**config.mk**
```make
export PLATFORM = sky130hd
export DESIGN_NAME = seg_scan_ctrl
export DESIGN_NICKNAME = d
export VERILOG_FILES = /design/src/rtl/seg_scan_ctrl.sv
export SDC_FILE = /design/constraint.sdc
export NUM_CORES = 1
export LEC_CHECK = 0
export CAP_MARGIN = 15
export CORE_MARGIN = 5
export CORE_UTILIZATION = 56
export DETAILED_ROUTE_END_ITERATION = 8
export HOLD_SLACK_MARGIN = 0.15
export PLACE_DENSITY = 0.79
export SYNTH_ARGS = -nofsm -noshare
export SYNTH_HDL_FRONTEND = slang
export SYNTH_SLANG_ARGS = --single-unit
```
**constraint.sdc**
```tcl
create_clock -name clk -period 2.8 [get_ports clk]
set_clock_uncertainty 0.05 [all_clocks]
set_input_delay 0.56 -clock clk [delete_from_list [all_inputs] [get_ports clk]]
set_output_delay 0.56 -clock clk [all_outputs]
set_load 0.05 [all_outputs]
```
**src/rtl/seg_scan_ctrl.sv**
```systemverilog
// +--------------------------------------------------------------------------+
// | Module   : seg_scan_ctrl                                                 |
// | Function : 4-digit seven-segment scan controller. It holds a double-     |
// |            buffered display value, with commits made at frame           |
// |            boundaries.                                                   |
// | Option   : LEADING_ZERO_BLANK_EN darks leading-zero digits (not slot 0). |
// | Revision : 1.0 - initial release                                         |
// +--------------------------------------------------------------------------+
`default_nettype none

module seg_scan_ctrl #(
  parameter int CLK_DIV   = 100000,
  parameter int BLANK_CYC = 1000
) (
  input  logic        clk,
  input  logic        reset,
  input  logic        enable,
  input  logic        load_valid,
  input  logic [15:0] load_data,
  output logic        load_ready,
  output logic [1:0]  refreshcounter,
  output logic [3:0]  anode,
  output logic [3:0]  digit,
  output logic        frame_done
);

  localparam int              c_PW    = $clog2(CLK_DIV);
  localparam logic [c_PW-1:0] c_LAST  = c_PW'(CLK_DIV - 1);
  localparam logic [c_PW-1:0] c_BLANK = c_PW'(BLANK_CYC);

  typedef enum logic [1:0] {
    S_IDLE  = 2'd0,
    S_BLANK = 2'd1,
    S_ON    = 2'd2
  } state_t;

  state_t            r_state;
  state_t            w_state_nxt;
  logic [c_PW-1:0]   r_presc;
  logic [c_PW-1:0]   w_presc_nxt;
  logic [1:0]        r_slot;
  logic [1:0]        w_slot_nxt;
  logic [15:0]       r_active;
  logic [15:0]       w_active_nxt;
  logic [15:0]       r_pend;
  logic [15:0]       w_pend_nxt;
  logic              r_pend_full;
  logic              w_pend_full_nxt;
  logic              r_ready;
  logic [3:0]        r_anode;
  logic [3:0]        r_digit;
  logic              r_frame_done;
  logic              w_acc;
  logic              w_wrap;
  logic              w_commit;
  logic              w_dark;
  logic [3:0]        w_anode_nxt;
  logic [3:0]        w_digit_nxt;

  assign load_ready     = r_ready;
  assign refreshcounter = r_slot;
  assign anode          = r_anode;
  assign digit          = r_digit;
  assign frame_done     = r_frame_done;

  assign w_acc    = load_valid && !r_pend_full;
  assign w_wrap   = (r_state != S_IDLE) && enable && (r_slot == 2'd3) && (r_presc == c_LAST);
  // IDLE commits straight away so a dark display can still be updated.
  assign w_commit = r_pend_full && (w_wrap || (r_state == S_IDLE));

  // Scan sequencing: state, prescaler and slot.
  always_comb begin
    w_state_nxt = r_state;
    w_presc_nxt = r_presc;
    w_slot_nxt  = r_slot;
    unique case (r_state)
      S_IDLE: begin
        w_presc_nxt = '0;
        w_slot_nxt  = 2'd0;
        if (enable) begin
          w_state_nxt = (c_BLANK == '0) ? S_ON : S_BLANK;
        end
      end
      S_BLANK, S_ON: begin
        if (!enable) begin
          w_state_nxt = S_IDLE;
          w_presc_nxt = '0;
          w_slot_nxt  = 2'd0;
        end else begin
          if (r_presc == c_LAST) begin
            w_presc_nxt = '0;
            w_slot_nxt  = r_slot + 2'd1;
          end else begin
            w_presc_nxt = r_presc + c_PW'(1);
          end
          w_state_nxt = (w_presc_nxt < c_BLANK) ? S_BLANK : S_ON;
        end
      end
      default: begin
        w_state_nxt = S_IDLE;
        w_presc_nxt = '0;
        w_slot_nxt  = 2'd0;
      end
    endcase
  end

  always_comb begin
    w_active_nxt    = r_active;
    w_pend_nxt      = r_pend;
    w_pend_full_nxt = r_pend_full;
    if (w_commit) begin
      w_active_nxt    = r_pend;
      w_pend_full_nxt = 1'b0;
    end
    if (w_acc) begin
      w_pend_nxt      = load_data;
      w_pend_full_nxt = 1'b1;
    end
  end

  // Outputs are derived from next-state values so they register in step.
  always_comb begin
    w_dark = 1'b0;
`ifdef LEADING_ZERO_BLANK_EN
    case (w_slot_nxt)
      2'd1:    w_dark = (w_active_nxt[15:4]  == 12'd0);
      2'd2:    w_dark = (w_active_nxt[15:8]  == 8'd0);
      2'd3:    w_dark = (w_active_nxt[15:12] == 4'd0);
      default: w_dark = 1'b0;
    endcase
`else
    w_dark = 1'b0;
`endif
    w_anode_nxt = 4'hF;
    if ((w_state_nxt == S_ON) && !w_dark) begin
      w_anode_nxt = ~(4'b0001 << w_slot_nxt);
    end
    case (w_slot_nxt)
      2'd0:    w_digit_nxt = w_active_nxt[3:0];
      2'd1:    w_digit_nxt = w_active_nxt[7:4];
      2'd2:    w_digit_nxt = w_active_nxt[11:8];
      default: w_digit_nxt = w_active_nxt[15:12];
    endcase
  end

  always_ff @(posedge clk) begin
    if (reset) begin
      r_state <= S_IDLE;
    end else begin
      r_state <= w_state_nxt;
    end
  end

  always_ff @(posedge clk) begin
    if (reset) begin
      r_presc      <= '0;
      r_slot       <= 2'd0;
      r_active     <= 16'h0000;
      r_pend       <= 16'h0000;
      r_pend_full  <= 1'b0;
      r_ready      <= 1'b1;
      r_anode      <= 4'hF;
      r_digit      <= 4'h0;
      r_frame_done <= 1'b0;
    end else begin
      r_presc      <= w_presc_nxt;
      r_slot       <= w_slot_nxt;
      r_active     <= w_active_nxt;
      r_pend       <= w_pend_nxt;
      r_pend_full  <= w_pend_full_nxt;
      r_ready      <= !w_pend_full_nxt;
      r_anode      <= w_anode_nxt;
      r_digit      <= w_digit_nxt;
      r_frame_done <= w_wrap;
    end
  end

endmodule

`default_nettype wire

```
==> results.sh <==
export IMPL_status="complete, no violations"
export IMPL_synth_edf_count=0
export IMPL_finalCritPeriodShare_pct=92.2
export IMPL_synth_seq_area_share_pct=43.3
export IMPL_synth_most_common_cell="dfxtp_1"
export IMPL_vias_per_cell=5.43
export IMPL_cts_tree="built"
export IMPL_worst_setup_path_end_kind="flop"
export IMPL_clk_path_buf_depth=2
export IMPL_hold_viol_final=0
export IMPL_yosys_warnings=0
export IMPL_area_delta_synth_final_pct=18.8
export IMPL_postSynthAreaPerCell_sq_um=8.83
export IMPL_grt_overflow=0
export IMPL_cts_root_buf="clkbuf_8"
export IMPL_dp_slack_ns=0.200
export IMPL_ios=32
export IMPL_core_area_sq_um=5110
export IMPL_powerDensity_nw_per_um2=558
export IMPL_nets=388
export IMPL_r2r_end="anode[3]"
export IMPL_clkTransAtPathRegs_ns=0.07
export IMPL_holdCritPathClass="flop to flop"
export IMPL_post_place_cells=423
export IMPL_synthTopCellsByArea="dfxtp_1 (43%), mux2i_1 (7.8%), nand2_1 (6.3%), nor2_1 (5.5%), a21oi_1 (3.4%)"
export IMPL_finalSetupViolations=0
export IMPL_rr_startpoint="r_presc[5]"
export IMPL_port_buffers=31
export IMPL_drc=0
export IMPL_max_vdd_ir_drop_uv=478
export IMPL_firstDrtPassIters=4
export IMPL_syn_num_nets=359
export IMPL_initial_utilization_pct=57.9
export IMPL_fin_crit_ns=2.58
export IMPL_crit_start="r_presc[5]"
export IMPL_endpoint="anode[3]"
export IMPL_wirelength_microns=5920
export IMPL_leakagePower_nw=1.25
export IMPL_rrSetupSlack_ns=0.22
export IMPL_cts_sinks=64
export IMPL_crit_type="flop to flop"
export IMPL_required_ns=2.96
export IMPL_hpwlAfterDp_microns=4300
export IMPL_synth_area_sq_um=2960
export IMPL_yosys_area_top_type_share_pct=43.3
export IMPL_die_y_microns=82.7
export IMPL_gp_congestion=0.892
export IMPL_synth_commonest_cells="dfxtp_1 (64), nand2_1 (50), nor2_1 (43)"
export IMPL_max_cap_violations=0
export IMPL_r2r_cells=7
export IMPL_drive_gt1_share_pct=12.5
export IMPL_htreeDepth=3
export IMPL_drt_iter0_drc=83
export IMPL_drv_slew=0
export IMPL_grt_max_degree=23
export IMPL_num_rows=26
export IMPL_setup_tns_ns=0
export IMPL_worstPathMaxFanout=8
export IMPL_antenna_found_initial=0
export IMPL_cts_buffers=9
export IMPL_vias=2383
export IMPL_die_x_microns=82.7
export IMPL_grt_pass1_vias=2231
export IMPL_clk_latency_ns=0.34
export IMPL_slew_headroom_pct=61.0
export IMPL_worst_slew_pin_slew_ns=0.584
export IMPL_n_antenna_cell=0
export IMPL_dieArea_sq_um=6840
export IMPL_rsz0062_at_grt="no"
export IMPL_fmax_mhz=387
export IMPL_synth_cell_types=57
export IMPL_wl_per_cell_microns=13.5
export IMPL_fin_ws_ns=0.219
export IMPL_worstSetupStartpointType="flop"
export IMPL_ys_seq_elements=64
export IMPL_synth_area_leader_cell="dfxtp_1"
export IMPL_cts_setup_buffers=0
export IMPL_worstPathArrival_ns=2.74
export IMPL_layout_cells_non_filler=439
export IMPL_grt_first_pass_wirelength_microns=10000
export IMPL_synthCells=335
export IMPL_antenna_left=0
export IMPL_grt_use_total_pct=19.4
export IMPL_postSynth_asyncResetShare_pct=0
export IMPL_yosys_most_used_dff="dfxtp_1"
## routing by layer
| layer | vias up | track usage (%) | wire (microns) | part of all wire [%] |
|---|---|---|---|---|
| met5 | - | 0 | 0 | 0 |
| met3 | 10 | 6.40 | 271 | 4.6 |
| met4 | 0 | 8.66 | 108 | 1.8 |
| met2 | 52 | 31.8 | 2860 | 48 |
| li1 | 1205 | - | - | - |
| met1 | 1116 | 23.2 | 2680 | 45 |
## placed cells by master, fill, tap and decap left out, types with 3 or more instances in the layout
cell / netlist / layout
dfxtp_1: 64 / 64
nand2_1: 50 / 50
nor2_1: 43 / 43
clkdlybuf4s50_1: 0 / 31
mux2i_1: 23 / 23
a21oi_1: 20 / 20
buf_4: 6 / 12
clkbuf_8: 3 / 9
inv_1: 8 / 8
nand4_1: 8 / 8
xor2_1: 8 / 8
xnor2_1: 8 / 8
o21ai_0: 7 / 7
nand3_1: 7 / 7
nand2b_1: 4 / 4
nor2b_1: 4 / 4
nand3b_1: 4 / 4
clkinv_4: 0 / 4
nor4_1: 3 / 3
or3_1: 3 / 3
a22o_1: 3 / 3
a221o_1: 3 / 3
ha_1: 4 / 3
## area by class of cell
cell class | count | area, sq um
Inverter | 8 | 30.0
Timing Repair Buffer | 43 | 400
Sequential cell | 64 | 1280
Fill cell | 432 | 1590
Tap cell | 70 | 87.6
Clock inverter | 7 | 104
Multi-Input combinational cell | 238 | 1490
Clock buffer | 9 | 124
## logic make-up after synthesis
group / synth area share (%)
AO/OA/AOI/OAI: 11.8
buffers and inverters: 6.60
multiplexers: 7.78
flip-flops: 43.3
AND/OR/NAND/NOR: 24.1
XOR/XNOR: 4.74
adder cells (fa/ha/maj): 1.69
## flip-flops by register name, summed over array words and instances (netlist names)
signal          cells
load_ready          1
r_presc            17
r_pend             16
frame_done          1
r_pend_full         1
refreshcounter      2
r_active           16
anode               4
digit               4
r_state             2
## how the worst min path moves through the flow
stage                            end       start  cells after the start  slack, ns
final                     r_pend[13]  r_pend[13]                      2       0.42
after global routing       r_pend[9]   r_pend[9]                      2       0.44
after CTS                  r_pend[3]   r_pend[3]                      2       0.42
after detailed placement   r_pend[5]   r_pend[5]                      2       0.41
after global placement     r_pend[9]   r_pend[9]                      2       0.40
after floorplan            r_pend[0]   r_pend[0]                      2       0.39
## report_power, final
group	leakage (nW)	switching, W	internal, W
logic	0.614	0.0000675	0.0000606
clock network	0.114	0.000375	0.000510
registers	0.520	0.0000159	0.000934
total	1.25	0.000459	0.00150
## what timing repair did
item	4_1_cts	5_1_grt
endpoints found under the hold margin	0	0
hold buffers	0	0
gates resized for setup	0	1
endpoints found under the setup margin	0	2
## per-stage QoR
stage / hold WS, ns / utilization (%) / instance area [sq um] / total power, W
CTS: 0.418 / 68.8 / 3510 / 0.00199
global route: 0.442 / 68.8 / 3510 / 0.00205
finish: 0.416 / 68.8 / 3510 / 0.00196
floorplan: 0.386 / - / 2960 / 0.00105
global placement: 0.402 / 64.3 / 3280 / 0.00110
detailed placement: 0.406 / 64.3 / 3280 / 0.00110
## worst max-delay path: stages, from the launching register on
cell,delay [ns]
dfxtp_1,0.51
nand4_2,0.19
or4_1,0.58
or3_1,0.42
nand4_1,0.12
a21oi_2,0.09
o41ai_2,0.38
nand2_1,0.10
No activity file was read; power rests on OpenSTA's default activity.
==> RTL edit, RTL diff (config.mk and constraints unchanged) <==
Change the parameter `CLK_DIV` from 100000 to 200000.
--- a/src/rtl/seg_scan_ctrl.sv
+++ b/src/rtl/seg_scan_ctrl.sv
@@ -9,7 +9,7 @@
 `default_nettype none
 
 module seg_scan_ctrl #(
-  parameter int CLK_DIV   = 100000,
+  parameter int CLK_DIV   = 200000,
   parameter int BLANK_CYC = 1000
 ) (
   input  logic        clk,
Behaviour: no difference found for any inputs over 10 cycles, from zero or initial values and one cycle with reset high; that may be too few to reach the edited logic, so the function may still have changed.
==> RTL edit against the original RTL <==
Setup slack got worse by 48 ps; routed wire length is 10% higher; first-iteration DRC count increased by 54%; combinational power increased by 13%; final area grew 4.7%; critical path depth increased by 2; total power grew 2.2%; sequential cell count is 1 higher; area after synthesis grew 4.7%; largest cell class unchanged; largest power group unchanged.
==> RTL edit: results (changes against the original RTL) <==
outcome: "completed"
maxSlewHeadroom_pct: 56.9  # -4.1 points
ys_seq_area_share_pct: 42.0  # -1.3 points
wl_per_cell_um: 14.4  # +6.8%
synth_xor_xnor_area_share_pct: 5.09  # +0.35 points
synth.top_cell.area_share_pct: 42.0  # -1.3 points
first_iter_violations: 128  # +54%
fillCellCount: 435  # +0.69%
grt_max_degree: 40  # +74%
met3_usage_pct: 4.51  # -1.9 points
slowest_stage: "dfxtp_1"
grtUsageTotal_pct: 18.9  # -0.53 points
fin_nets: 401  # +3.4%
synth_compound_area_share_pct: 13.7  # +1.9 points
place_area_sq_um: 3450  # +5.1%
grt_pass1_wl_um: 11000  # +9.7%
ir_worst_vdd_v: 0.000387  # -19%
syn_nets: 369  # +2.8%
first_global_vias: 2439  # +9.3%
power_leakage_nw: 1.34  # +7.8%
critPathArrivalTime_ps: 2790  # +50 ps
slowest_delay_ps: 440  # -140 ps
num_vias: 2484  # +4.2%
r2r_end: "digit[3]$_SDFF_PP0_"
grt_util_met1_pct: 25.0  # +1.9 points
use_met2_pct: 29.9  # -1.9 points
internal-power_w: 0.00154  # +2.5%
gp_congestion: 0.864  # -3.1%
yosys-mux-area-fraction_pct: 5.86  # -1.9 points
-- RTL edit: cell types whose count changed in the layout (fill, tap and decap cells not counted), moves of 4 or more --
cell	before	now
nor2_1	43	38
inv_1	8	13
nand4_1	8	4
mux2i_1	23	17
a21oi_1	20	26
buf_4	12	5
clkinv_4	4	0
nor3_1	0	16
-- RTL edit: logic make-up after synthesis --
family	Yosys count
xor+xnor	18
mux	18
buf+inv	29
compound gates	57
fa+ha+maj	4
flops	65
simple gates	154
-- RTL edit: area by class of cell --
cell class | count | share of cell area (%)
Clock inverter | 6 | 2.41
Sequential cell | 65 | 35.4
Tap cell | 72 | 2.45
Multi-Input combinational cell | 251 | 44.7
Timing Repair Buffer | 37 | 10.0
Inverter | 13 | 1.33
Clock buffer | 10 | 3.74
-- RTL edit: worst min path at each step --
| stage | startpoint | cells after the start | end | slack [ps] |
|---|---|---|---|---|
| after global placement | r_pend[13]$_SDFFE_PP0P_ | 2 | r_pend[13]$_SDFFE_PP0P_ | 400 |
| after CTS | r_pend[7]$_SDFFE_PP0P_ | 2 | r_pend[7]$_SDFFE_PP0P_ | 410 |
| final | r_pend[7]$_SDFFE_PP0P_ | 2 | r_pend[7]$_SDFFE_PP0P_ | 410 |
| after floorplan | r_pend[0]$_SDFFE_PP0P_ | 2 | r_pend[0]$_SDFFE_PP0P_ | 390 |
| after detailed placement | r_pend[7]$_SDFFE_PP0P_ | 2 | r_pend[7]$_SDFFE_PP0P_ | 400 |
| after global routing | r_pend[14]$_SDFFE_PP0P_ | 2 | r_pend[14]$_SDFFE_PP0P_ | 440 |
-- RTL edit: tightest hold or removal path, stage by stage, from the launching register on --
cell,delay (ps)
dfxtp_1,320
nand2_1,50
a21oi_1,50
-- RTL edit: power by group through the flow --
stage / clock network (W) / registers [W] / logic [W]
final: 0.000900 / 0.000963 / 0.000144
after detailed placement: 0 / 0.000984 / 0.000142
after floorplan: 0 / 0.000986 / 0.0000852
after global routing: 0.000955 / 0.000965 / 0.000158
after global placement: 0 / 0.000983 / 0.000140
after CTS: 0.000908 / 0.000963 / 0.000144
-- RTL edit: stage by stage --
stage | hold WS (ps) | utilization (%) | setup slack, ps | cells
finish | 413 | 67.7 | 171 | 454
global route | 437 | 67.7 | 48.7 | 454
CTS | 410 | 67.7 | 176 | 454
detailed placement | 405 | 63.5 | 193 | 438
global placement | 396 | 63.5 | 276 | 438
floorplan | 386 | - | 436 | 345
-- RTL edit: per-layer routing --
metal	share of wire [%]	wire length, um
met1	48	3170
met2	44	2900
met3	5.9	388
met4	1.3	82
met5	0	0
